### config.mk
export PLATFORM = sky130hd
export DESIGN_NAME = alu_arbiter
export DESIGN_NICKNAME = d
export VERILOG_FILES = /design/src/rtl/alu_arbiter.sv
export SDC_FILE = /design/constraint.sdc
export NUM_CORES = 1
export LEC_CHECK = 0
export CAP_MARGIN = 0
export CORE_MARGIN = 10
export CORE_UTILIZATION = 38
export CTS_BUF_LIST = sky130_fd_sc_hd__clkbuf_4 sky130_fd_sc_hd__clkbuf_8 sky130_fd_sc_hd__clkbuf_16
export DETAILED_ROUTE_END_ITERATION = 8
export HOLD_SLACK_MARGIN = 0.12
export MAX_ROUTING_LAYER = met4
export PLACE_DENSITY_LB_ADDON = 0.2
export SYNTH_ARGS = -nofsm -noshare
export SYNTH_HDL_FRONTEND = slang
export SYNTH_SLANG_ARGS = --single-unit
### constraint.sdc
create_clock -name clk -period 1.8 [get_ports clk]
set_input_delay 0.18 -clock clk [delete_from_list [all_inputs] [get_ports clk]]
set_output_delay 0.18 -clock clk [all_outputs]
set_load 0.01 [all_outputs]
### src/rtl/alu_arbiter.sv
// rtl/alu_arbiter.sv - two-requester arbiter in front of a shared combinational ALU
// Operands are latched at grant, so the ALU never sees live requester inputs.
module alu_arbiter #(
  parameter int RR_EN = 1
) (
  input  logic        clk,
  input  logic        rst_n,
  input  logic        req0_valid,
  output logic        req0_ready,
  input  logic [3:0]  req0_op,
  input  logic [31:0] req0_a,
  input  logic [31:0] req0_b,
  input  logic        req1_valid,
  output logic        req1_ready,
  input  logic [3:0]  req1_op,
  input  logic [31:0] req1_a,
  input  logic [31:0] req1_b,
  output logic [31:0] alu_a,
  output logic [31:0] alu_b,
  output logic [3:0]  alu_op,
  input  logic [31:0] alu_result,
  output logic        rsp_valid,
  output logic        rsp_id,
  output logic [31:0] rsp_result,
  output logic        rsp_err,
  input  logic        rsp_ready
);

  typedef enum logic [1:0] {IDLE = 2'd0, EXEC = 2'd1, RESP = 2'd2} state_t;

  state_t      r_state;
  state_t      w_next_state;
  logic        r_last_grant;
  logic [3:0]  r_op;
  logic [31:0] r_a;
  logic [31:0] r_b;
  logic [31:0] r_rsp_result;
  logic        r_rsp_id;
  logic        r_rsp_err;
  logic        w_grant1;
  logic        w_accept;
  logic        w_legal;

  // req1 wins when alone, or when both are valid and round-robin says it is its turn
  assign w_grant1 = req1_valid && (!req0_valid || ((RR_EN != 0) && !r_last_grant));
  assign w_accept = req0_ready || req1_ready;

  always_comb begin
    w_next_state = r_state;
    req0_ready   = 1'b0;
    req1_ready   = 1'b0;
    case (r_state)
      IDLE: begin
        req0_ready = rst_n && req0_valid && !w_grant1;
        req1_ready = rst_n && w_grant1;
        if (req0_ready || req1_ready) w_next_state = EXEC;
      end
      EXEC:    w_next_state = RESP;
      RESP:    if (rsp_ready) w_next_state = IDLE;
      default: w_next_state = IDLE;
    endcase
  end

  always_comb begin
    w_legal = 1'b0;
    case (r_op)
      4'b0000, 4'b1000, 4'b0111, 4'b0110, 4'b0100,
      4'b0001, 4'b0101, 4'b1101, 4'b0010, 4'b0011: w_legal = 1'b1;
      default: w_legal = 1'b0;
    endcase
  end

  always_ff @(posedge clk or negedge rst_n) begin
    if (!rst_n) r_state <= IDLE;
    else        r_state <= w_next_state;
  end

  always_ff @(posedge clk or negedge rst_n) begin
    if (!rst_n) begin
      r_last_grant <= 1'b1;
      r_op         <= 4'b0000;
      r_a          <= 32'd0;
      r_b          <= 32'd0;
      r_rsp_result <= 32'd0;
      r_rsp_id     <= 1'b0;
      r_rsp_err    <= 1'b0;
    end else begin
      if (w_accept) begin
        r_last_grant <= w_grant1;
        r_op         <= w_grant1 ? req1_op : req0_op;
        r_a          <= w_grant1 ? req1_a  : req0_a;
        r_b          <= w_grant1 ? req1_b  : req0_b;
      end
      if (r_state == EXEC) begin
        r_rsp_id     <= r_last_grant;
        r_rsp_err    <= !w_legal;
        r_rsp_result <= w_legal ? alu_result : 32'd0;
      end
    end
  end

  assign alu_a      = r_a;
  assign alu_b      = r_b;
  assign alu_op     = r_op;
  assign rsp_valid  = (r_state == RESP);
  assign rsp_id     = r_rsp_id;
  assign rsp_result = r_rsp_result;
  assign rsp_err    = r_rsp_err;

endmodule
==> reports/qor.yml, run 1 <==
status: "finished clean"
initial_utilization_pct: 38.8
yosys.area.top_type_share_pct: 55.8
grtUsageTotal_pct: 21.6
num_vias: 4600
grt_max_degree: 104
synthAdderAreaFrac_pct: 0
switchingPower_mw: 3.96
post-route-min-period_ns: 1.74
critPathKind: "register to output port"
h-tree-depth: 3
avgViaCountPerCell: 5.64
grt_pass1_vias: 4949
drt_iter0_drc: 229
ant_nets: 0
fin_crit_sh_pct: 96.9
slew_headroom_pct: 62.7
cts_tree: "built"
drive_above_1_share_pct: 7.77
numClockSinks: 105
vdd_drop_max_mv: 0.771
finalNetCount: 837
dp_hpwl_mm: 13.7
ys.flop_type: "dfrtp_1"
stdcell_count: 816
avgSynthCellArea_sq_um: 11.5
slew_violations: 0
cellInternalPower_mw: 7.96
synth_top_family_by_area: "compound AO/OA/AOI/OAI gates"
path_clk_slew_ns: 0.07
drt_pre_antenna_iters: 4
rsz0062_at_grt: "no"
yosys_warnings: 0
pwr-share-clk_pct: 16.9
ys_ff_latch: 105
cp.arrival_ns: 1.56
syn_to_final_growth_pct: 69.6
fill_cells: 962
synth_cells: 407
fin_skew_ns: 0.00759
yosys.area_share.simple_pct: 6.55
tightest_slew_ns: 0.560
die_x_microns: 131
drv_cap: 0
io_pins: 278
critPathMaxFanout: 2
leakage_nw: 3.11
muxShareOfSynthArea_pct: 0
start_kind: "register"
hp-class: "primary input to asynchronous set/reset pin"
gp_congestion: 0.825
dp.cells: 799
synth-edff-count: 0
overflow: 0
syn-num-nets: 580
grt_pass1_wl_mm: 28.0
async_flop_share_pct: 100
hold_viol_final: 0
pwr-share-comb_pct: 48.4
die_y_microns: 131
max_freq_ghz: 0.573
drt-total-wl_mm: 18.7
rows: 40
holdWs_ns: 0.287
drcViolationCount: 0
cts.root.buffer_cell: "clkbuf_16"
synth.most_common_cell: "dfrtp_1"
power.density_mw_per_mm2: 1510
required_ns: 1.62
synth_compound_area_share_pct: 31.4
cts_setup_buffers: 0
synth.distinct_cells: 26
diodes: 0
switching_share_pct: 33.2
synth_area_leaders: "dfrtp_1 (56%), o32ai_1 (13%), a2bb2oi_1 (11%)"
synth_top_cell_by_area: "dfrtp_1"
port_buffers: 277
antenna_found_initial: 0
cp-end-kind: "output port"
syn_area_sq_mm: 0.00466
finalSetupViolCount: 0
core_sq_mm: 0.0120
netlist_top_cells_count: "dfrtp_1 (104), o32ai_1 (68), nand2_1 (67)"
pwr-share-seq_pct: 34.7
synth_seq_area_share_pct: 56.4
cts-buffers-inserted: 9
die_area_sq_mm: 0.0171
insertion_delay_ns: 0.34
synth_xor_area_share_pct: 0.188
wl_per_cell_microns: 22.9
clockBufferDepth: 2
==> worst max-delay path, stage by stage, from the launching register on <==
cell and delay, ns:
dfstp_2 0.37, a21bo_2 0.20, nor4b_1 0.32, clkdlybuf4s15_1 0.33
==> flip-flops by register name (all words and copies together) (netlist names) <==
name and count:
r_last_grant 1, alu_op 4, r_state 2, rsp_id 1
rsp_err 1, alu_b 32, alu_a 32, rsp_result 32
==> routing by layer <==
layer / GRT usage (%) / part of all wire, % / wire length, microns / vias to the layer above
met5: - / 0 / 0 / -
met2: 35.6 / 49 / 9060 / 227
li1: - / - / - / 2082
met4: 7.33 / 2.3 / 431 / 0
met3: 7.29 / 9.8 / 1820 / 36
met1: 24.3 / 39 / 7350 / 2255
==> cells by family (layout without fill, tap and decap cells) <==
kind of cell           after synthesis  count (layout)
AO/OA/AOI/OAI                      175             175
XOR/XNOR                             1               1
buffers and inverters               52             314
flip-flops                         105             105
AND/OR/NAND/NOR                     74              74
==> metrics by stage <==
| stage | setup WS (ns) | utilization [%] | power, mW | setup TNS (ns) | cell area [sq um] |
|---|---|---|---|---|---|
| after CTS | 0.0294 | 65.8 | 12.0 | 0 | 7900 |
| after global placement | -0.212 | 63.1 | 9.82 | -4.80 | 7580 |
| after floorplan | 0.264 | - | 6.53 | 0 | 4660 |
| after global routing | 0.000102 | 65.9 | 12.6 | 0 | 7910 |
| final | 0.0552 | 65.9 | 11.9 | 0 | 7910 |
| after detailed placement | -0.236 | 63.1 | 9.98 | -7.76 | 7580 |
==> power groups by stage <==
stage	registers [mW]	logic (mW)	clock network [mW]
6_report	4.14	5.77	2.02
5_1_grt	4.28	6.14	2.18
3_5_place_dp	4.16	5.82	0
3_3_place_gp	4.11	5.71	0
2_1_floorplan	4.63	1.90	0
4_1_cts	4.15	5.84	2.05
==> cell usage in the layout (no fill, tap or decap), drive strengths merged <==
master,n
clkdlybuf4s15,2
a2bb2oi,68
xor2,1
dfrtp,104
o21a,1
o21ai,1
inv,2
a21oi,33
clkdlybuf4s50,273
nand2b,2
dfstp,1
dlygate4sd3,1
clkbuf,14
a21bo,1
nor4b,1
dlymetal6s2s,1
buf,18
nor3b,2
o32ai,68
bufinv,1
a21o,1
clkinv,2
a31oi,1
nand2,67
nor2b,2
o211a,1
==> cell type report <==
cell class,count,area [sq um],area share [%]
repair buffers,296,2990,37.8
clock buffers,13,268,3.38
clock inverters,3,40.0,0.506
multi-input cells,250,1800,22.7
well taps,147,184,2.32
inverters,2,7.51,0.0949
flip-flops and latches,105,2630,33.2
==> timing repair <==
action | CTS | global route
resized for setup | 3 | 4
cloned | 0 | 0
hold buffers | 1 | 0
hold endpoints to repair | 104 | 0
setup endpoints to repair | 7 | 4
==> path summary, 6_finish.rpt <==
path	slack [ns]	end	start	cells after the start
max	0.06	req1_ready	r_last_grant$_DFFE_PN1P_	3
min	0.29	r_state[1]$_DFFE_PN0P_	rst_n	2
max reg2reg	0.11	alu_a[6]$_DFFE_PN0P_	r_last_grant$_DFFE_PN1P_	5
min reg2reg	0.48	rsp_err$_DFFE_PN0N_	rsp_err$_DFFE_PN0N_	1
max in group asynchronous	0.67	alu_a[21]$_DFFE_PN0P_	rst_n	3
min in group clk	0.38	rsp_result[8]$_DFFE_PN0N_	alu_result[8]	3
(Power assumes the default switching activity.)
==> inputs of run 2 (changes only) <==
--- a/config.mk
+++ b/config.mk
@@ -16,3 +16,4 @@
 export SYNTH_ARGS = -nofsm -noshare
 export SYNTH_HDL_FRONTEND = slang
 export SYNTH_SLANG_ARGS = --single-unit
+export TNS_END_PERCENT = 10
==> results of run 2 <==
Final layout, timing and power as in run 1 (identical DEF).
